`src/rtl/tx_frame_gen_if.sv`:
```
// tx_frame_gen_if: payload byte stream between the byte source and the framer.
interface tx_frame_gen_if;
    logic [7:0] data_tdata;
    logic       data_tvalid;
    logic       data_tready;

    modport master (output data_tdata, data_tvalid, input data_tready);
    modport slave  (input data_tdata, data_tvalid, output data_tready);
endinterface

```
`src/rtl/tx_frame_gen.sv`:
```
// tx_frame_gen: preamble + Barker sync + BPSK/QPSK payload symbol framer, paced by a symbol strobe.
module tx_frame_gen #(
    parameter int                    WIDTH       = 16,
    parameter int                    BARKER_LEN  = 13,
    parameter logic [BARKER_LEN-1:0] BARKER_CODE = 13'b1111100110101
) (
    input  logic                    clk,
    input  logic                    rst_n,
    input  logic                    i_sym_en,
    input  logic                    i_start,
    input  logic                    i_bpsk,
    input  logic [7:0]              i_pd_window,
    input  logic [7:0]              i_payload_len,
    input  logic [15:0]             i_amplitude,
    tx_frame_gen_if.slave           data_if,
    output logic signed [WIDTH-1:0] o_i_sym,
    output logic signed [WIDTH-1:0] o_q_sym,
    output logic                    o_sym_valid,
    output logic                    o_busy,
    output logic                    o_done,
    output logic                    o_underrun
);
    typedef enum logic [2:0] {S_IDLE, S_ARM, S_PRE, S_BARKER, S_PAYLOAD} state_t;
    typedef enum logic [2:0] {EM_NONE, EM_PRE, EM_CHIP, EM_FETCH, EM_SHIFT, EM_END} emit_t;

    state_t                 r_state, w_state;
    emit_t                  w_emit;
    logic                   r_bpsk, w_bpsk;
    logic [7:0]             r_win, w_win, r_len, w_len;
    logic [14:0]            r_amp, w_amp;
    logic [7:0]             r_pre_cnt, w_pre_cnt, r_byte_cnt, w_byte_cnt;
    logic [3:0]             r_chip_cnt, w_chip_cnt;
    logic [2:0]             r_bit_cnt, w_bit_cnt, w_last_bit;
    logic [7:0]             r_shift, w_shift, w_in_byte;
    logic signed [WIDTH-1:0] r_i, w_i, r_q, w_q, w_pos, w_neg;
    logic                   r_valid, w_valid, r_done, w_done, r_under, w_under;
    logic                   w_fetch;
    logic [BARKER_LEN-1:0]  w_code;

    assign w_pos      = WIDTH'({1'b0, r_amp});
    assign w_neg      = -w_pos;
    assign w_last_bit = r_bpsk ? 3'd7 : 3'd3;
    assign w_code     = BARKER_CODE << r_chip_cnt;
    assign w_in_byte  = data_if.data_tvalid ? data_if.data_tdata : 8'h00;
    // A byte is pulled on the strobe that starts the first symbol of each payload byte
    assign w_fetch = i_sym_en &&
                     ((r_state == S_BARKER && r_chip_cnt == 4'(BARKER_LEN) && r_len != 8'd0) ||
                      (r_state == S_PAYLOAD && r_bit_cnt == w_last_bit && r_byte_cnt != r_len - 8'd1));
    assign data_if.data_tready = w_fetch;

    always_comb begin
        w_state    = r_state;
        w_bpsk     = r_bpsk;
        w_win      = r_win;
        w_len      = r_len;
        w_amp      = r_amp;
        w_pre_cnt  = r_pre_cnt;
        w_chip_cnt = r_chip_cnt;
        w_byte_cnt = r_byte_cnt;
        w_bit_cnt  = r_bit_cnt;
        w_shift    = r_shift;
        w_i        = r_i;
        w_q        = r_q;
        w_valid    = r_valid;
        w_done     = 1'b0;
        w_under    = r_under;
        w_emit     = EM_NONE;
        unique case (r_state)
            S_IDLE: if (i_start && !r_done) begin
                w_state    = S_ARM;
                w_bpsk     = i_bpsk;
                w_win      = i_pd_window;
                w_len      = i_payload_len;
                w_amp      = i_amplitude[15] ? 15'h7FFF : i_amplitude[14:0];
                w_under    = 1'b0;
                w_pre_cnt  = '0;
                w_chip_cnt = '0;
                w_byte_cnt = '0;
                w_bit_cnt  = '0;
                w_shift    = '0;
            end
            S_ARM:     if (i_sym_en) w_emit = (r_win != 8'd0) ? EM_PRE : EM_CHIP;
            S_PRE:     if (i_sym_en) w_emit = (r_pre_cnt != r_win) ? EM_PRE : EM_CHIP;
            S_BARKER:  if (i_sym_en) w_emit = (r_chip_cnt != 4'(BARKER_LEN)) ? EM_CHIP :
                                              (r_len != 8'd0) ? EM_FETCH : EM_END;
            S_PAYLOAD: if (i_sym_en) w_emit = (r_bit_cnt != w_last_bit) ? EM_SHIFT :
                                              (r_byte_cnt != r_len - 8'd1) ? EM_FETCH : EM_END;
            default:   w_state = S_IDLE;
        endcase
        if (w_emit == EM_PRE) begin
            w_state   = S_PRE;
            w_pre_cnt = r_pre_cnt + 8'd1;
            w_i       = w_pos;
            w_q       = r_bpsk ? '0 : w_pos;
            w_valid   = 1'b1;
        end
        if (w_emit == EM_CHIP) begin
            w_state    = S_BARKER;
            w_chip_cnt = r_chip_cnt + 4'd1;
            w_i        = w_code[BARKER_LEN-1] ? w_pos : w_neg;
            w_q        = r_bpsk ? '0 : w_i;
            w_valid    = 1'b1;
        end
        if (w_emit == EM_FETCH) begin
            w_state    = S_PAYLOAD;
            w_byte_cnt = (r_state == S_PAYLOAD) ? r_byte_cnt + 8'd1 : 8'd0;
            w_bit_cnt  = '0;
            w_shift    = w_in_byte;
            w_under    = r_under | ~data_if.data_tvalid;
        end
        if (w_emit == EM_SHIFT) begin
            w_bit_cnt = r_bit_cnt + 3'd1;
            w_shift   = r_bpsk ? {r_shift[6:0], 1'b0} : {r_shift[5:0], 2'b00};
        end
        if (w_emit == EM_FETCH || w_emit == EM_SHIFT) begin
            w_i     = w_shift[7] ? w_pos : w_neg;
            w_q     = r_bpsk ? '0 : (w_shift[6] ? w_pos : w_neg);
            w_valid = 1'b1;
        end
        if (w_emit == EM_END) begin
            w_state = S_IDLE;
            w_i     = '0;
            w_q     = '0;
            w_valid = 1'b0;
            w_done  = 1'b1;
        end
    end

    always_ff @(posedge clk or negedge rst_n) begin
        if (!rst_n) begin
            r_state    <= S_IDLE;
            r_bpsk     <= 1'b0;
            r_win      <= '0;
            r_len      <= '0;
            r_amp      <= '0;
            r_pre_cnt  <= '0;
            r_chip_cnt <= '0;
            r_byte_cnt <= '0;
            r_bit_cnt  <= '0;
            r_shift    <= '0;
            r_i        <= '0;
            r_q        <= '0;
            r_valid    <= 1'b0;
            r_done     <= 1'b0;
            r_under    <= 1'b0;
        end else begin
            r_state    <= w_state;
            r_bpsk     <= w_bpsk;
            r_win      <= w_win;
            r_len      <= w_len;
            r_amp      <= w_amp;
            r_pre_cnt  <= w_pre_cnt;
            r_chip_cnt <= w_chip_cnt;
            r_byte_cnt <= w_byte_cnt;
            r_bit_cnt  <= w_bit_cnt;
            r_shift    <= w_shift;
            r_i        <= w_i;
            r_q        <= w_q;
            r_valid    <= w_valid;
            r_done     <= w_done;
            r_under    <= w_under;
        end
    end

    assign o_i_sym     = r_i;
    assign o_q_sym     = r_q;
    assign o_sym_valid = r_valid;
    assign o_busy      = (r_state != S_IDLE);
    assign o_done      = r_done;
    assign o_underrun  = r_under;
endmodule
```
`src/flat_wrapper.sv`:
```
// flat-port wrapper written by rule: the top's interface ports become plain ports
module tx_frame_gen_flat 
#(
    parameter int                    WIDTH       = 16,
    parameter int                    BARKER_LEN  = 13,
    parameter logic [BARKER_LEN-1:0] BARKER_CODE = 13'b1111100110101
)
  (clk, rst_n, i_sym_en, i_start, i_bpsk, i_pd_window, i_payload_len, i_amplitude, o_i_sym, o_q_sym, o_sym_valid, o_busy, o_done, o_underrun, data_if_data_tdata, data_if_data_tvalid, data_if_data_tready);
  tx_frame_gen_if data_if_i ();
  input  logic clk;
  input  logic rst_n;
  input  logic i_sym_en;
  input  logic i_start;
  input  logic i_bpsk;
  input  logic [7:0] i_pd_window;
  input  logic [7:0] i_payload_len;
  input  logic [15:0] i_amplitude;
  output logic signed [WIDTH-1:0] o_i_sym;
  output logic signed [WIDTH-1:0] o_q_sym;
  output logic o_sym_valid;
  output logic o_busy;
  output logic o_done;
  output logic o_underrun;
  input wire logic [$bits(data_if_i.data_tdata)-1:0] data_if_data_tdata;
  input wire logic [$bits(data_if_i.data_tvalid)-1:0] data_if_data_tvalid;
  output wire logic [$bits(data_if_i.data_tready)-1:0] data_if_data_tready;
  assign data_if_i.data_tdata = data_if_data_tdata;
  assign data_if_i.data_tvalid = data_if_data_tvalid;
  assign data_if_data_tready = data_if_i.data_tready;
  tx_frame_gen #(.WIDTH(WIDTH), .BARKER_LEN(BARKER_LEN), .BARKER_CODE(BARKER_CODE)) u_core (.clk(clk), .rst_n(rst_n), .i_sym_en(i_sym_en), .i_start(i_start), .i_bpsk(i_bpsk), .i_pd_window(i_pd_window), .i_payload_len(i_payload_len), .i_amplitude(i_amplitude), .data_if(data_if_i), .o_i_sym(o_i_sym), .o_q_sym(o_q_sym), .o_sym_valid(o_sym_valid), .o_busy(o_busy), .o_done(o_done), .o_underrun(o_underrun));
endmodule
```
`config.mk`:
```
export PLATFORM = sky130hd
export DESIGN_NAME = tx_frame_gen_flat
export DESIGN_NICKNAME = d
export VERILOG_FILES = /design/src/rtl/tx_frame_gen_if.sv /design/src/rtl/tx_frame_gen.sv /design/src/flat_wrapper.sv
export SDC_FILE = /design/constraint.sdc
export NUM_CORES = 1
export LEC_CHECK = 0
export BUFFER_PORTS_ARGS = -buffer_cell sky130_fd_sc_hd__buf_2
export CAP_MARGIN = 20
export CORE_MARGIN = 2
export CORE_UTILIZATION = 57
export DETAILED_ROUTE_END_ITERATION = 7
export PLACE_DENSITY = 0.88
export SLEW_MARGIN = 0
export SYNTH_ARGS = -nofsm -noshare
export SYNTH_HDL_FRONTEND = slang
export SYNTH_SLANG_ARGS = --single-unit
```
`constraint.sdc`:
```
create_clock -name clk -period 3.3 [get_ports clk]
set_input_delay 0.165 -clock clk [delete_from_list [all_inputs] [get_ports clk]]
set_output_delay 0.165 -clock clk [all_outputs]
set_load 0.03 [all_outputs]
```
==> metrics.txt, run 1 <==
total number of vias slightly below 5000; CP required around 3.6 ns; ant diodes 0; worst reg2reg setup slack 0.18 ns; Num CTS Buffers 9; Yosys cell types between 60 and 70; number of synthesized flops with an enable pin 0; Slew @ Worst Pin 0.924 ns; CTS tree built; Startpoint Class flip-flop; final setup vio count 0; PortBufs 82; syn nets 650; synthesized flop and latch total 100; DIE AREA 10300 sq um; max-cap violations 0; Slew headroom 0.384; pre-CTS WS roughly 0.25 ns; r2r startpoint u_core.r_len[0]; first-pass GRT wire length 21600 um; routability cong. 0.863; initial antenna violation count 0; Mapped Cells 595; IO Pins 83; Final Core Density 0.688; RSZ-0062 raised after global routing no; Peak VDD IR 0.000415 V; Tcrit/Tclk final 0.945; largest net degree at the start of global routing between 50 and 60; cells on worst reg2reg path 12; status completed; Fmax 321 MHz; Post-route DRC 0; clk sinks 100; count leader, synth dfrtp_1; synthesized cell area 5420 sq um; Max clock buf depth 2; post-layout min period 3.12 ns; Max Slew Vio Count 0; crit path DAT 3.38 ns; drt wl/cell 15.8 um; clock latency on the worst-skew pair 0.37 ns; Initial Utilization 0.587; mean post-synth cell area 9.11 sq um; Ys Warns 0; CP endpoint kind flip-flop; layout cells sized above 1 0.219; Routed WL 12900 um; cell taking the most area after synthesis dfrtp_1; CTS root buf clkbuf_8; ANT nets after route 0; M1 WL 5360 um; Overflow after GRT 0; post-synthesis sequential area ratio 0.462; Worst Hold Launch i_payload_len[1]; met3 wire length 721 um; chip height approximately 100 um; Final Worst Setup Slack between 0.15 and 0.2 ns; Leakage 3.05 nW; worst hold path class in -> reg; Min Hold Slack 0.0121 ns; clock skew 0.0114 ns; vias in the first global route 4663; synth cell count leaders 100 x dfrtp_1, 98 x nand2_1, 53 x o21ai_0; Core Footprint 9240 sq um; r2r endpoint u_core.o_q_sym[11]; TNS Setup 0 ns; post-synth top area share 0.462; Post-synth ARST share 1.00; met2 WL roughly 6500 um; Total GRT Usage 0.261; # H-tree levels 3; first-pass iteration count of the detailed router 5; Clock Pin Slew Worst Setup and Hold Paths around 0.11 ns; leading post-synthesis cells by cell area dfrtp_1 46%, nand2_1 6.8%, xor2_1 5.0%; Synth Flop Type dfrtp_1; hold depth 3; site row count 35; CP max FO 12; P&R area growth vs syn 17.2%; top sig layer met4; detailed placement HPWL slightly above 9000 um; die width 102 um; kind of critical path reg -> reg; pwr/cell area 876 nW/um^2; vias per cell 5.85; Final Hold Viols 0; hold path endpoint u_core.r_len[1]; Net count, final 741; First DRT Iteration DRCs 292
-- cell type report --
class,instances,area [sq um]
fill,686,2880
multi-input combinational,444,2740
timing repair buffer,114,706
tap,129,161
sequential,100,2500
clock buffer,9,124
clock inverter,7,57.6
inverter,17,63.8
-- per-layer routing --
layer / up-vias / GRT usage
met1: 2312 / 0.335
met2: 184 / 0.443
met4: 0 / 0.104
li1: 2273 / -
met3: 32 / 0.0407
met5: - / 0
-- stage by stage --
step	cells	cell area [sq um]	power, W
5_1_grt	820	6360	0.00598
2_1_floorplan	595	5420	0.00407
3_5_place_dp	788	5990	0.00476
3_3_place_gp	788	5990	0.00462
6_report	820	6360	0.00557
4_1_cts	820	6330	0.00554
-- worst max path at each step --
stage / slack (ns) / start / endpoint
2_1_floorplan: 0.51 / u_core.r_len[3] / u_core.o_q_sym[8]
3_3_place_gp: 0.31 / u_core.r_win[4] / u_core.o_q_sym[11]
3_5_place_dp: 0.25 / u_core.r_win[4] / u_core.o_q_sym[11]
4_1_cts: 0.15 / u_core.r_len[0] / u_core.o_q_sym[11]
5_1_grt: 0.02 / u_core.r_len[0] / u_core.o_q_sym[11]
6_report: 0.18 / u_core.r_len[0] / u_core.o_q_sym[11]
-- cells in the final DEF, fill, tap and decap left out, types with 5 or more instances in the layout --
master         instances
and3_1                 5
inv_1                 17
nor3b_1                7
dlygate4sd3_1         16
a22o_1                16
buf_2                 81
ha_1                   9
a21oi_1               13
xnor2_1                9
nor2_2                 9
dfrtp_1              100
xor2_1                31
a32oi_1               12
buf_4                 16
or3_1                 15
nor4_2                 6
nand2_1               98
clkbuf_8               9
mux2_2                 5
nor3_1                 9
nor2_1                46
o21ai_0               53
nand3_1               40
-- where the power goes --
part           internal (W)  switching, W  leakage (nW)  total, W
sequential          0.00172      0.000559          1.25   0.00227
combinational       0.00103       0.00151          1.71   0.00255
clock              0.000287      0.000463        0.0886  0.000750
total               0.00303       0.00254          3.05   0.00557
-- state kept, by name, indices dropped and copies added, names as in the netlist --
signal and cells:
u_core.o_done 1, u_core.r_shift 7, u_core.r_chip_cnt 4, u_core.r_byte_cnt 8, u_core.r_amp 15, u_core.r_bpsk 1
u_core.o_i_sym 16, u_core.r_len 8, u_core.r_state 3, u_core.o_q_sym 16, u_core.o_underrun 1, u_core.r_win 8
u_core.r_bit_cnt 3, u_core.o_sym_valid 1, u_core.r_pre_cnt 8
-- repair_timing --
action,4_1_cts,5_1_grt
setup endpoints to repair,0,13
resized for setup,0,4
buffers inserted,0,0
hold buffers,16,0
hold endpoints to repair,60,0
-- worst max-delay path: stages, from the launching register on --
cell	delay, ns
dfrtp_1	0.40
inv_1	0.08
ha_1	0.24
nand2b_1	0.21
nor4_2	0.09
a211oi_2	0.44
nor2_4	0.10
a311oi_4	0.48
a221o_1	0.38
buf_12	0.18
nor2_1	0.06
xor2_1	0.16
a22o_1	0.20
-- cell families after synthesis --
logic type	Yosys count	share of synthesized area
flip-flops	100	0.462
XOR/XNOR	40	0.0646
multiplexers	9	0.0180
adder cells (fa/ha/maj)	9	0.0208
buffers and inverters	51	0.0390
AO/OA/AOI/OAI	127	0.161
AND/OR/NAND/NOR	259	0.235
Note: power is estimated with default switching activity, not from simulation.
==> run 2, diff against run 1 <==
CORE_MARGIN = 5   (was 2)
==> metrics.txt, run 2 (synthesis results as in run 1) <==
CP endpoint kind flip-flop; chip height 108 um; commonest non-fill, non-tap cell in the layout dfrtp_1; First DRT Iteration DRCs 348; Num CTS Buffers 9; first-pass GRT wire length 22700 um; Routed WL 13600 um; Net count, final between 700 and 800; Final Hold Viols 0; Peak VDD IR 0.000453 V; initial antenna violation count 0; status completed; # H-tree levels 3; fillers roughly 720; Startpoint Class flip-flop; kind of critical path reg -> reg; total net switching power 0.00259 W; Reg power frac 0.404; site row count 35; clock share of power 0.138; Total GRT Usage 0.243; vias in the first global route 4795; Post-CTS Repair Setup Buffers 0; placed cell area 5990 sq um; Initial Utilization 0.587; Final Cell Area 6360 sq um; Clock Pin Slew Worst Setup and Hold Paths around 0.11 ns; Post-route DRC 0; total number of vias 4813; crit path DAT 3.35 ns; DIE AREA 11600 sq um; pre-CTS WS 0.218 ns; layout cells sized above 1 0.215; detailed placement HPWL 9430 um; vias per cell 5.86; logic gate share of total power 0.458; largest net degree at the start of global routing 52; die width 108 um; ANT nets after route 0; RSZ-0062 raised after global routing no; clk sinks 100; first-pass iteration count of the detailed router 5; switch share 0.460; PortBufs 82; P&R area growth vs syn 17.4%; clock skew 0.0116 ns; Max clock buf depth 2; ant diodes 0; CTS root buf clkbuf_8; Internal slightly above 0.003 W; Overflow after GRT 0; drt wl/cell 16.6 um; Final Core Density 0.689; IO Pins 83; clock latency on the worst-skew pair about 0.38 ns; multi-input combinational cell area 2730 sq um; pwr/cell area 885 nW/um^2; Final Worst Setup Slack 0.215 ns; post-layout min period 3.08 ns; Max Slew Vio Count 0; Slew headroom 0.365; Slew @ Worst Pin around 0.95 ns; final setup vio count 0; worst hold path class in -> reg; Fmax 324 MHz; routability cong. 0.878; Tcrit/Tclk final 0.935; CP required approximately 3.6 ns; CTS tree built; Leakage 3.06 nW; Core Footprint 9240 sq um; Reg area 2500 sq um; CP max FO 12; TNS Setup 0 ns; max-cap violations 0; worst reg2reg setup slack 0.22 ns; commonest non-fill, non-tap cells in the layout 100 x dfrtp_1, 98 x nand2_1, 81 x buf_2, 53 x o21ai_0, 46 x nor2_1
==> run 2: layer usage <==
layer | GRT usage | vias to the layer above | share of wire | wire length (um)
met5 | 0 | - | 0 | 0
met4 | 0.0893 | 0 | 0.027 | 362
met3 | 0.0444 | 41 | 0.067 | 905
met2 | 0.408 | 206 | 0.49 | 6680
met1 | 0.315 | 2294 | 0.42 | 5650
li1 | - | 2272 | - | -
==> run 2: through the flow <==
step,instances,power [W],hold WS [ns]
floorplan,595,0.00407,-0.131
global placement,788,0.00463,0.212
detailed placement,788,0.00480,0.214
CTS,821,0.00560,0.0125
global route,821,0.00602,0.0129
finish,821,0.00563,0.0186
==> run 2: final cells by class <==
| type | count | share of cell area |
|---|---|---|
| well taps | 129 | 0.0254 |
| clock inverters | 7 | 0.0102 |
| repair buffers | 115 | 0.112 |
| inverters | 17 | 0.0100 |
| flip-flops and latches | 100 | 0.393 |
| clock buffers | 9 | 0.0195 |
| multi-input cells | 444 | 0.429 |
==> run 2: worst paths after layout <==
kind / startpoint / cells past startpoint / end
worst min-delay path: data_if_data_tdata[3] / 3 / u_core.r_shift[3]
worst min register to register: u_core.o_i_sym[15] / 2 / u_core.o_i_sym[15]
max in group asynchronous: rst_n / 3 / u_core.o_underrun
min in group asynchronous: rst_n / 2 / u_core.o_q_sym[12]
worst max register to register: u_core.r_len[0] / 12 / u_core.o_q_sym[11]
worst max-delay path: u_core.r_len[0] / 12 / u_core.o_q_sym[11]
==> run 2: critical path: stages, from the launching register on <==
cell	delay (ns)
dfrtp_1	0.43
inv_1	0.09
ha_1	0.22
nand2b_1	0.14
nor4_1	0.26
xnor2_1	0.25
o31ai_4	0.13
a311oi_4	0.48
a221o_1	0.38
buf_12	0.18
nor2_1	0.06
xor2_1	0.14
a22o_1	0.21
==> run 2: power by group through the flow <==
stage	clock network, W	registers, W	logic (W)
6_report	0.000779	0.00228	0.00258
5_1_grt	0.000838	0.00235	0.00283
4_1_cts	0.000780	0.00224	0.00257
3_5_place_dp	0	0.00226	0.00253
3_3_place_gp	0	0.00223	0.00240
2_1_floorplan	0	0.00243	0.00164
==> run 2: timing repair <==
action / CTS / global route
endpoints found under the setup margin: 0 / 8
gates resized for setup: 0 / 2
hold buffers: 17 / 0
hold endpoints to repair: 62 / 0
==> run 3, diff against run 2 <==
CORE_UTILIZATION = 50   (was 57)
PLACE_DENSITY = 0.8   (was 0.88)
==> metrics.txt, run 3 (synthesis results as in run 1) <==
Stages on worst setup path 10; Power, Total 0.00560 W; PortBufs 82; clock share of power 0.146; initial antenna violation count 0; layout cells sized above 1 0.216; Reg power frac 0.404; Slowest-stage cell, CP nor4_1; Max clock buf depth 2; max incr delay on CP around 0.47 ns; Total GRT Usage 0.205; Startpoint Class flip-flop; hold depth 3; ant diodes 0; Internal approximately 0.0031 W; Slew @ Worst Pin 0.988 ns; clock latency on the worst-skew pair 0.38 ns; worst path cell trace nor4_1, a21oi_1, a211oi_2, nor2_4, a311oi_4, a221o_1, buf_4, nor2_2, xor2_1, a22o_1; TNS Setup 0 ns; Final Hold Viols 0; die width ~110 um; Core Footprint roughly 11000 sq um; met2 WL around 6300 um; Fmax 322 MHz; Clock Pin Slew Worst Setup and Hold Paths ~0.11 ns; pwr/cell area a little under 900 nW/um^2; worst reg2reg setup slack between 0.15 and 0.2 ns; worst hold path class in -> reg; r2r startpoint u_core.r_win[0]; total net switching power 0.00251 W; Initial Utilization 0.505; Final Cell Area 6390 sq um; clock skew approximately 0.018 ns; routability cong. 0.889; CP required 3.58 ns; r2r endpoint u_core.o_q_sym[8]; First DRT Iteration DRCs 346; Net count, final 744; met3 wire length 770 um; detailed placement HPWL 9540 um; CTS tree built; drt wl/cell 15.8 um; vias per cell 5.66; CTS root buf clkbuf_8; fillers about 900; commonest non-fill, non-tap cell in the layout dfrtp_1; max-cap violations 0; logic gate share of total power 0.450; site row count 38; largest net degree at the start of global routing 57; clk sinks 100; Worst Hold Launch data_if_data_tdata[4]; Overflow after GRT 0; kind of critical path reg -> reg; commonest non-fill, non-tap cells in the layout 100 x dfrtp_1, 98 x nand2_1, 81 x buf_2, 53 x o21ai_0, 46 x nor2_1; DIE AREA 13000 sq um; Num CTS Buffers 9; Post-route DRC 0; hold path endpoint u_core.r_shift[4]; cells on worst reg2reg path 10; post-layout min period 3.11 ns; M1 WL approximately 5800 um; chip height 114 um; # H-tree levels 3; RSZ-0062 raised after global routing no; Final Core Density 0.595; crit path DAT 3.39 ns; total number of vias roughly 4700; IO Pins just over 80; status completed; Tcrit/Tclk final 0.941; first-pass GRT wire length roughly 22000 um; P&R area growth vs syn 17.9%; family with the most delay on the worst path compound AO/OA/AOI/OAI gates; CP endpoint kind flip-flop; ANT nets after route 0; Slew headroom 0.341; Routed WL 13200 um; switch share 0.448; Leakage 3.06 nW; placed cell area 6010 sq um; worst path bufs/invs 1; vias in the first global route 4549; Peak VDD IR between 0.0005 and 0.0006 V; top sig layer met4; first-pass iteration count of the detailed router 6; final setup vio count 0; Max Slew Vio Count 0; CP max FO 9
## run 3: per-stage QoR
stage	std cells	hold WS [ns]	setup WS, ns
after floorplan	595	-0.131	0.507
after global placement	801	0.252	0.228
final	834	0.0278	0.194
after global routing	834	0.0253	0.00288
after detailed placement	801	0.259	0.166
after CTS	834	0.00194	0.173
## run 3: worst max path at each step
stage	start	end	slack [ns]
after global placement	u_core.r_win[4]	u_core.o_q_sym[3]	0.23
after detailed placement	u_core.r_win[4]	u_core.o_q_sym[8]	0.17
after CTS	u_core.r_win[4]	u_core.o_q_sym[8]	0.17
final	u_core.r_win[0]	u_core.o_q_sym[8]	0.19
after floorplan	u_core.r_len[3]	u_core.o_q_sym[8]	0.51
after global routing	u_core.r_win[0]	u_core.o_q_sym[2]	0.003
## run 3: tightest hold or removal path, stage by stage
cell and delay (ns):
buf_2 0.10, nand2_1 0.05, a21oi_1 0.06
## run 3: cell type report
| cell class | count | area, sq um | share of cell area |
|---|---|---|---|
| clock inverters | 6 | 71.3 | 0.0112 |
| repair buffers | 117 | 718 | 0.112 |
| clock buffers | 10 | 128 | 0.0200 |
| inverters | 17 | 63.8 | 0.00999 |
| flip-flops and latches | 100 | 2500 | 0.392 |
| well taps | 140 | 175 | 0.0274 |
| multi-input cells | 444 | 2730 | 0.427 |
## run 3: timing repair
| action | in CTS | in global routing |
|---|---|---|
| setup endpoints to repair | 0 | 10 |
| endpoints found under the hold margin | 70 | 0 |
| gates resized for setup | 0 | 2 |
| buffers inserted | 0 | 0 |
| hold buffers | 17 | 0 |
## run 3: power groups by stage
| stage | sequential [W] | combinational (W) | clock (W) |
|---|---|---|---|
| after global routing | 0.00233 | 0.00278 | 0.000880 |
| final | 0.00226 | 0.00252 | 0.000819 |
| after detailed placement | 0.00227 | 0.00250 | 0 |
| after global placement | 0.00222 | 0.00239 | 0 |
| after CTS | 0.00224 | 0.00253 | 0.000838 |
| after floorplan | 0.00243 | 0.00164 | 0 |
## run 3: layer usage
metal / vias to the layer above / track usage
li1: 2269 / -
met1: 2289 / 0.273
met2: 140 / 0.334
met3: 26 / 0.0407
met4: 0 / 0.0728
met5: - / 0
